[src/rtl/pcoeff_result_collector_pkg.sv]
// Shared types and widths for the pcoeff result collector.
// The permutation pipeline output uses the same result widths.
package pcoeff_result_collector_pkg;

  localparam int PCOEFF_SUM_IN_WIDTH   = 48;
  localparam int PCOEFF_COUNT_IN_WIDTH = 13;

  typedef enum logic [2:0] {
    IDLE,
    GRAB,
    WAIT,
    ACCUM,
    DONE
  } collector_state_t;

endpackage

[src/rtl/pcoeff_result_collector_accumulator.sv]
// Wide sum/count accumulators with zero-extension and sticky carry-out flag.
// Clear has priority over enable; both are single-cycle strobes.
module pcoeff_accumulator
  import pcoeff_result_collector_pkg::*;
#(
  parameter int SUM_WIDTH   = 64,
  parameter int COUNT_WIDTH = 32
) (
  input  logic                             clk_i,
  input  logic                             rst_i,
  input  logic                             clr_i,
  input  logic                             en_i,
  input  logic [PCOEFF_SUM_IN_WIDTH-1:0]   sum_i,
  input  logic [PCOEFF_COUNT_IN_WIDTH-1:0] count_i,
  output logic [SUM_WIDTH-1:0]             sum_o,
  output logic [COUNT_WIDTH-1:0]           count_o,
  output logic                             ovf_o
);

  logic [SUM_WIDTH-1:0]   sum_q, sum_d;
  logic [COUNT_WIDTH-1:0] cnt_q, cnt_d;
  logic                   ovf_q, ovf_d;

  // One extra bit on each adder captures the carry out of the MSB.
  logic [SUM_WIDTH:0]   sum_add;
  logic [COUNT_WIDTH:0] cnt_add;

  assign sum_add = {1'b0, sum_q} + (SUM_WIDTH+1)'(sum_i);
  assign cnt_add = {1'b0, cnt_q} + (COUNT_WIDTH+1)'(count_i);

  always_comb begin
    sum_d = sum_q;
    cnt_d = cnt_q;
    ovf_d = ovf_q;
    if (clr_i) begin
      sum_d = '0;
      cnt_d = '0;
      ovf_d = 1'b0;
    end else if (en_i) begin
      sum_d = sum_add[SUM_WIDTH-1:0];
      cnt_d = cnt_add[COUNT_WIDTH-1:0];
      ovf_d = ovf_q | sum_add[SUM_WIDTH] | cnt_add[COUNT_WIDTH];
    end
  end

  always_ff @(posedge clk_i) begin
    if (rst_i) begin
      sum_q <= '0;
      cnt_q <= '0;
      ovf_q <= 1'b0;
    end else begin
      sum_q <= sum_d;
      cnt_q <= cnt_d;
      ovf_q <= ovf_d;
    end
  end

  assign sum_o   = sum_q;
  assign count_o = cnt_q;
  assign ovf_o   = ovf_q;

endmodule

[src/rtl/pcoeff_result_collector.sv]
// Drains per-bot pcoeff results from the pipeline FIFO and totals them per job.
// Totals are offered on a valid/ready handshake and stay readable until the next job.
module pcoeff_result_collector
  import pcoeff_result_collector_pkg::*;
#(
  parameter int READ_LATENCY = 2,
  parameter int SUM_WIDTH    = 64,
  parameter int COUNT_WIDTH  = 32,
  parameter int JOB_WIDTH    = 32
) (
  input  logic                             clk,
  input  logic                             rst,
  input  logic                             jobStart,
  input  logic [JOB_WIDTH-1:0]             jobBotCount,
  input  logic                             resultsAvailable,
  output logic                             grabResults,
  input  logic [PCOEFF_SUM_IN_WIDTH-1:0]   pcoeffSum,
  input  logic [PCOEFF_COUNT_IN_WIDTH-1:0] pcoeffCount,
  input  logic                             eccStatus,
  output logic                             busy,
  output logic                             outValid,
  input  logic                             outReady,
  output logic [SUM_WIDTH-1:0]             outSum,
  output logic [COUNT_WIDTH-1:0]           outCount,
  output logic                             outEccError,
  output logic                             outOverflow
);

  localparam int LAT_W = (READ_LATENCY > 1) ? $clog2(READ_LATENCY) : 1;

  collector_state_t     state_q, state_d;
  logic [JOB_WIDTH-1:0] remaining_q, remaining_d;
  logic [LAT_W-1:0]     lat_q, lat_d;
  logic                 ecc_q, ecc_d;
  logic                 grab;
  logic                 acc_clr;
  logic                 acc_en;

  always_comb begin
    state_d     = state_q;
    remaining_d = remaining_q;
    lat_d       = lat_q;
    ecc_d       = ecc_q;
    grab        = 1'b0;
    acc_clr     = 1'b0;
    acc_en      = 1'b0;
    unique case (state_q)
      IDLE: begin
        if (jobStart) begin
          remaining_d = jobBotCount;
          ecc_d       = 1'b0;
          acc_clr     = 1'b1;
          state_d     = (jobBotCount == '0) ? DONE : GRAB;
        end
      end
      GRAB: begin
        if (resultsAvailable) begin
          grab    = 1'b1;
          lat_d   = LAT_W'(READ_LATENCY - 1);
          state_d = WAIT;
        end
      end
      WAIT: begin
        if (lat_q == '0) begin
          state_d = ACCUM;
        end else begin
          lat_d = lat_q - LAT_W'(1);
        end
      end
      ACCUM: begin
        acc_en      = 1'b1;
        remaining_d = remaining_q - JOB_WIDTH'(1);
        state_d     = (remaining_d == '0) ? DONE : GRAB;
      end
      DONE: begin
        if (outReady) begin
          state_d = IDLE;
        end
      end
      default: state_d = IDLE;
    endcase
    // ECC errors are only attributed to the job while results are moving.
    if (state_q == GRAB || state_q == WAIT || state_q == ACCUM) begin
      ecc_d = ecc_q | eccStatus;
    end
  end

  always_ff @(posedge clk) begin
    if (rst) begin
      state_q     <= IDLE;
      remaining_q <= '0;
      lat_q       <= '0;
      ecc_q       <= 1'b0;
    end else begin
      state_q     <= state_d;
      remaining_q <= remaining_d;
      lat_q       <= lat_d;
      ecc_q       <= ecc_d;
    end
  end

  pcoeff_accumulator #(
    .SUM_WIDTH  (SUM_WIDTH),
    .COUNT_WIDTH(COUNT_WIDTH)
  ) u_acc (
    .clk_i  (clk),
    .rst_i  (rst),
    .clr_i  (acc_clr),
    .en_i   (acc_en),
    .sum_i  (pcoeffSum),
    .count_i(pcoeffCount),
    .sum_o  (outSum),
    .count_o(outCount),
    .ovf_o  (outOverflow)
  );

  assign grabResults = grab & ~rst;
  assign busy        = (state_q != IDLE);
  assign outValid    = (state_q == DONE);
  assign outEccError = ecc_q;

endmodule
[config.mk]
export PLATFORM = sky130hd
export DESIGN_NAME = pcoeff_result_collector
export DESIGN_NICKNAME = d
export VERILOG_FILES = /design/src/rtl/pcoeff_result_collector_pkg.sv /design/src/rtl/pcoeff_result_collector_accumulator.sv /design/src/rtl/pcoeff_result_collector.sv
export SDC_FILE = /design/constraint.sdc
export NUM_CORES = 1
export LEC_CHECK = 0
export ABC_AREA = 1
export BUFFER_PORTS_ARGS = -buffer_cell sky130_fd_sc_hd__buf_4
export CORE_ASPECT_RATIO = 1.1
export CORE_MARGIN = 4
export CORE_UTILIZATION = 44
export DETAILED_ROUTE_END_ITERATION = 10
export PLACE_DENSITY = 0.76
export REMOVE_ABC_BUFFERS = 1
export SETUP_SLACK_MARGIN = 0.4
export SYNTH_ARGS = -nofsm -noshare
export SYNTH_HDL_FRONTEND = slang
export SYNTH_HIERARCHICAL = 1
export SYNTH_SLANG_ARGS = --single-unit
[constraint.sdc]
create_clock -name clk -period 2.3 [get_ports clk]
set_clock_uncertainty 0.1 [all_clocks]
set_input_delay 0.345 -clock clk [delete_from_list [all_inputs] [get_ports clk]]
set_output_delay 0.345 -clock clk [all_outputs]
set_load 0.01 [all_outputs]
==> impl_metrics.csv, run 1 <==
group,metric,value,unit
yosys,synth_largest_area_cell,"dfxtp_1",
sta,fin_crit,2230,ps
yosys,netlist_instances,2171,
yosys,syn_avg_cell_area,5.59,sq um
sta,slew_viol_final,0,
global_routing,grt_usage,29.9,%
placement,place_ws,-283,ps
sta,fin_tns_setup,0,ps
clock_network,cts-root-buf,"clkbuf_16",
drt,via_per_inst,5.64,
global_routing,first_global_vias,14700,
sta,setup_viol,0,
setup_path,arrival,2460,ps
sta,setup_ws,67.9,ps
setup_path,critPathLaunchType,"register",
clock_network,clock_latency,450,ps
clock_network,path_clk_slew,70,ps
cells_and_area,seqCellArea,2820,sq um
status,outcome,"complete, no violations",
cells_and_area,fill_cells,2000,
setup_path,crit_path_frequent_cell,"nand3_4",
clock_network,htreeDepth,4,
yosys,ys_ff_latch,134,
yosys,synth-edff-count,0,
power,p_leak,10.1,nW
run,maxCapViolCount,0,
cells_and_area,final_common_cell,"nand2_1",
clock_network,cts_buffers,17,
placement,dpl.cell_count,2793,
cells_and_area,multiInputGateArea,11300,sq um
yosys,yosys_warnings,6,
sta,fin_crit_sh,97.0,%
sta,rsz0062_at_grt,"yes",
sta,clock.fmax,0.448,GHz
setup_path,crit_fanout,4,
placement,place.port_buffers,199,
setup_path,cp_slowest_stage_delay,390,ps
die,num_io_pins,200,
sta,worst_pin_slew,437,ps
die,start_util,44.8,%
setup_path,crit_type,"reg2reg",
sta,slew_headroom,70.6,%
hold_path,hold_path.class,"in2reg",
global_routing,grt_max_degree,69,
cells_and_area,drive_gt1_share,45.5,%
sta,hold_viol_final,0,
drt,wirelength,56700,microns
cells_and_area,final_cell_mix,"449 x nand2_1, 359 x buf_4, 337 x inv_1",
cells_and_area,nets,2722,
setup_path,crit_path_end_kind,"register",
die,rows,63,
yosys,syn_area,12100,sq um
clock_network,tritoncts,"yes",
drt,vias,16500,
yosys,async_flop_share,0,%
placement,gp_congestion,0.949,
yosys,synth_top_area_share,22.1,%
yosys,ys_types,47,
die,die_x,166,microns
die,die_h,182,microns
clock_network,ctsHoldBuffers,0,
clock_network,clkSinkCount,134,
drt,drt-initial-drc-count,1732,
drt,wl_per_cell,19.3,microns
drt,firstDrtPassIters,7,
yosys,ys_seq_area_share,22.1,%
setup_path,cp.required,2530,ps
drt,drc,0,
setup_path,cp_cell_sequence,"ha_4, fa_2, nand3_4, nand3_4, nand3_4, nand3_4, buf_6, buf_6, xor2_1, o21ai_1, inv_1",
drt,ant_nets,0,
cells_and_area,area_delta_synth_final,64.0,%
die,core,27100,sq um
clock_network,cts.path.max_buffers,2,
global_routing,grt-ovfl-total,0,
yosys,ys.flop_type,"dfxtp_1",
power,power_density,447,nW/um^2
global_routing,antenna_found_initial,1,
cells_and_area,stdcell_count,2928,
placement,dpl.hpwl,34200,microns
cells_and_area,antenna_cells,0,
power,power,8.91,mW
power,ir_drop,405,uV
yosys,synthTopCellsByArea,"dfxtp_1 22%, nand2_1 21%, inv_1 12%",
cells_and_area,postLayoutCoreUtil,73.5,%
setup_path,crit_path_top_delay_cell,"fa_2",
global_routing,grt_pass1_wl,74400,microns
die,dieArea,30300,sq um
==> routing by layer <==
metal | share of wire [%] | up-vias | track usage (%) | wire [microns]
met5 | 0.028 | - | 0 | 16
met4 | 6.0 | 2 | 11.5 | 3400
met3 | 9.9 | 287 | 4.92 | 5610
met2 | 46 | 1007 | 49.2 | 26100
met1 | 38 | 7705 | 39.3 | 21600
li1 | - | 7516 | - | -
==> report_power, final <==
group	switching [mW]	internal (mW)	total [mW]
clock	1.25	1.65	2.90
sequential	0.136	2.42	2.55
combinational	2.03	1.43	3.46
total	3.41	5.49	8.91
==> what timing repair did <==
item | 4_1_cts | 5_1_grt
gates cloned | 0 | 3
buffers inserted | 48 | 52
endpoints found under the setup margin | 86 | 129
gates resized for setup | 435 | 542
pin swaps | 139 | 263
==> registers in the layout, summed over array words and instances (netlist names) <==
signal / cells
remaining_q: 32
u_acc/sum_o: 64
u_acc/count_o: 32
state_q: 3
lat_q: 1
outEccError: 1
u_acc/ovf_o: 1
==> cell usage after synthesis, types with 10 or more instances <==
cell	instances
nor2_2	23
xor2_1	38
a221oi_1	11
nor3_1	24
ha_1	63
nand3_1	121
o21ai_1	10
inv_1	376
nor2_1	347
dfxtp_1	134
nand2_2	31
clkbuf_1	24
o21ai_0	68
nor4_1	11
nand2_1	674
nand4_1	21
a31oi_1	17
a21oi_1	93
==> worst max-delay path, delay by kind of cell (launching register included) <==
kind | cells | cell delay [ps]
fa+ha+maj | 2 | 550
simple gates | 4 | 480
flops | 1 | 340
buf+inv | 3 | 330
xor+xnor | 1 | 160
compound gates | 1 | 160
==> logic make-up after synthesis <==
kind of cell / Yosys count / synth area share [%]
fa+ha+maj: 65 / 6.82
buf+inv: 424 / 13.4
compound gates: 229 / 10.7
xor+xnor: 41 / 2.96
simple gates: 1278 / 44.0
flops: 134 / 22.1
==> path summary, 6_finish.rpt <==
path                                 startpoint         endpoint  slack (ps)  cells after the start
worst max-delay path             u_acc/sum_o[0]  u_acc/sum_o[12]          70                     11
worst min-delay path            jobBotCount[27]  remaining_q[27]          60                      3
worst max register to register   u_acc/sum_o[0]  u_acc/sum_o[12]          70                     11
worst min register to register            lat_q            lat_q         400                      2
==> cell type report <==
type / count / share of cell area [%]
clock buffers: 20 / 2.24
clock inverters: 12 / 0.716
inverters: 382 / 7.26
multi-input cells: 1613 / 56.5
flip-flops and latches: 134 / 14.1
well taps: 357 / 2.24
repair buffers: 410 / 16.9
==> per-stage QoR <==
stage	hold slack, ps	cell area (sq um)
4_1_cts	55.5	17500
5_1_grt	64.6	19900
2_1_floorplan	307	11900
3_3_place_gp	363	14700
6_report	57.5	19900
3_5_place_dp	371	14700
Power figures use the tool's default switching activity.
==> run 2, diff against run 1 <==
--- a/config.mk
+++ b/config.mk
@@ -6,7 +6,7 @@
 export NUM_CORES = 1
 export LEC_CHECK = 0
 export ABC_AREA = 1
-export BUFFER_PORTS_ARGS = -buffer_cell sky130_fd_sc_hd__buf_4
+export BUFFER_PORTS_ARGS = -buffer_cell sky130_fd_sc_hd__buf_2
 export CORE_ASPECT_RATIO = 1.1
 export CORE_MARGIN = 4
 export CORE_UTILIZATION = 44
==> run 2 against run 1 <==
The run now ends with negative setup slack left; sequential power barely moved; combinational power is 8.7% lower; design area down 5.4%; flip-flop and latch count unchanged; critical path type unchanged; critical endpoint is now u_acc/sum_o[17]; via count fell by 1.5%; worst hold slack better by 12 ps; largest power group unchanged; register-to-register slack worse by 90 ps; first-iteration DRC count rose by 1.8%; non-clock buffer count shrank 41; utilization fell by 4.0 points.
==> impl_metrics.csv, run 2 (synthesis gave the netlist of run 1 again) <==
group,metric,value,unit
drt,wl_per_cell,18.8,microns
hold_path,holdPathEnd,"remaining_q[31]",
drt,vias,16300,
power,seqPwrFrac,29.3,%
sta,setup_ws,-21.6,ps
global_routing,grt_pass1_wl,71700,microns
sta,hold_viol_final,0,
power,power_density,460,nW/um^2
global_routing,grt_max_degree,50,
die,rows,63,
cells_and_area,fill_cells,2053,
global_routing,grtUsageMet1,36.4,%
power,combPwrFrac,36.5,%
setup_path,reg2reg_setup_slack,-20,ps
global_routing,grt_util_met3,6.41,%
cells_and_area,postLayoutCoreUtil,69.5,%
status,outcome,"complete, but fails checks",
clock_network,cts_buffers,17,
placement,place_ws,-162,ps
die,num_io_pins,200,
clock_network,path_clk_slew,70,ps
power,p_leak,9.73,nW
global_routing,first_global_vias,14400,
sta,fin_crit,2320,ps
sta,slew_viol_final,0,
cells_and_area,final_cell_mix,"479 x nand2_1, 335 x inv_1, 268 x nor2_1",
hold_path,hold_path_startpoint,"jobBotCount[31]",
cells_and_area,area_delta_synth_final,55.2,%
cells_and_area,nets,2684,
setup_path,critPathLaunchType,"register",
run,maxCapViolCount,0,
die,dieArea,30300,sq um
die,die_h,182,microns
setup_path,arrival,2610,ps
sta,slew_headroom,69.8,%
sta,whs,69.2,ps
power,pwr-share-clk,34.2,%
global_routing,grt-ovfl-total,0,
drt,drc,0,
setup_path,worstRegToRegCells,12,
placement,dpl.hpwl,33100,microns
clock_network,clkSinkCount,134,
drt,drt-initial-drc-count,1764,
sta,clock.fmax,0.431,GHz
power,swShare,37.4,%
clock_network,htreeDepth,4,
placement,gp_congestion,0.962,
die,die_x,166,microns
cells_and_area,drive_gt1_share,42.4,%
drt,via_per_inst,5.63,
setup_path,crit_path_end_kind,"register",
sta,setup_viol,2,
cells_and_area,multiInputGateArea,11000,sq um
placement,place.port_buffers,199,
die,core,27100,sq um
power,power.internal,5.42,mW
cells_and_area,final_common_cell,"nand2_1",
sta,fin_tns_setup,-34.1,ps
cells_and_area,largest_reg_flops,64,
clock_network,tritoncts,"yes",
status,failed_checks,"negative setup slack",
clock_network,cts-root-buf,"clkbuf_16",
drt,wirelength,54500,microns
cells_and_area,seqCellArea,2800,sq um
clock_network,clock_latency,450,ps
power,p_switching,3.24,mW
die,start_util,44.8,%
global_routing,grt.busiest_layer,"met2",
sta,fin_crit_sh,101,%
sta,rsz0062_at_grt,"yes",
global_routing,antenna_found_initial,2,
setup_path,crit_type,"reg2reg",
hold_path,min_path_cells,3,
hold_path,hold_path.class,"in2reg",
clock_network,cts.path.max_buffers,2,
global_routing,grt_usage,28.6,%
setup_path,r2r-end,"u_acc/sum_o[17]",
setup_path,cp.required,2590,ps
power,ir_drop,365,uV
drt,ant_nets,0,
drt,firstDrtPassIters,9,
sta,worst_pin_slew,453,ps
global_routing,use_met2,47.3,%
power,power,8.66,mW
setup_path,crit_fanout,4,
setup_path,r2r-start,"u_acc/sum_o[14]",
-- run 2: cell types whose count changed in the layout (fill, tap and decap cells not counted), moves of 8 or more --
cell | before | now
buf_2 | 0 | 199
o21ai_1 | 51 | 42
nand3_1 | 59 | 68
nor2_4 | 57 | 49
nor2_1 | 254 | 268
buf_6 | 41 | 27
dfxtp_2 | 55 | 42
dfxtp_1 | 62 | 74
nand2_1 | 449 | 479
buf_4 | 359 | 132
nand2_4 | 89 | 78
nand2_2 | 164 | 144
-- run 2: power groups by stage --
stage	combinational [mW]	sequential, mW	clock [mW]
6_report	3.16	2.54	2.96
5_1_grt	3.40	2.55	3.09
4_1_cts	2.60	2.54	2.99
3_5_place_dp	2.24	2.58	0
3_3_place_gp	2.21	2.57	0
2_1_floorplan	1.42	2.57	0
-- run 2: stage by stage --
stage,std cells,instance area (sq um)
finish,2891,18800
global route,2890,18800
CTS,2845,16500
detailed placement,2782,14200
global placement,2782,14200
floorplan,2129,11900
-- run 2: worst max path at each step --
stage	startpoint	endpoint	slack, ps	cells past startpoint
final	u_acc/sum_o[14]	u_acc/sum_o[17]	-20	12
after global routing	u_acc/sum_o[14]	u_acc/sum_o[17]	-50	12
after CTS	u_acc/sum_o[0]	u_acc/sum_o[46]	220	15
after detailed placement	pcoeffSum[37]	u_acc/sum_o[63]	-160	11
after global placement	pcoeffSum[34]	u_acc/sum_o[63]	-170	11
after floorplan	state_q[0]	u_acc/count_o[25]	-6200	7
-- run 2: routing by layer --
layer | vias up | wire, microns | part of all wire [%]
li1 | 7436 | - | -
met1 | 7450 | 20500 | 38
met2 | 1050 | 24400 | 45
met3 | 335 | 5850 | 11
met4 | 4 | 3720 | 6.8
met5 | - | 24 | 0.044
-- run 2: layout make-up --
cell class / instances / share of cell area (%)
antenna: 1 / 0.0133
clock buffer: 22 / 2.46
clock inverter: 10 / 0.770
inverter: 382 / 7.67
multi-input combinational: 1613 / 58.4
sequential: 134 / 14.9
tap: 357 / 2.37
timing repair buffer: 369 / 13.3
timing repair inverter: 3 / 0.120
-- run 2: worst max-delay path, stage by stage, from the launching register on --
cell and delay, ps:
dfxtp_4 370, ha_4 380, nand2_8 80, buf_12 140
nor2_4 160, nand2_2 110, inv_1 80, nand2_2 50
nand2_2 110, buf_6 130, xor2_2 340, o21ai_1 120
inv_1 80
-- run 2: what timing repair did --
item                       CTS  global route
gates resized for setup    346           531
hold buffers                 0             0
setup endpoints to repair   85           123
pin swaps                   71           220
buffers inserted            31            41
cloned                       0             4
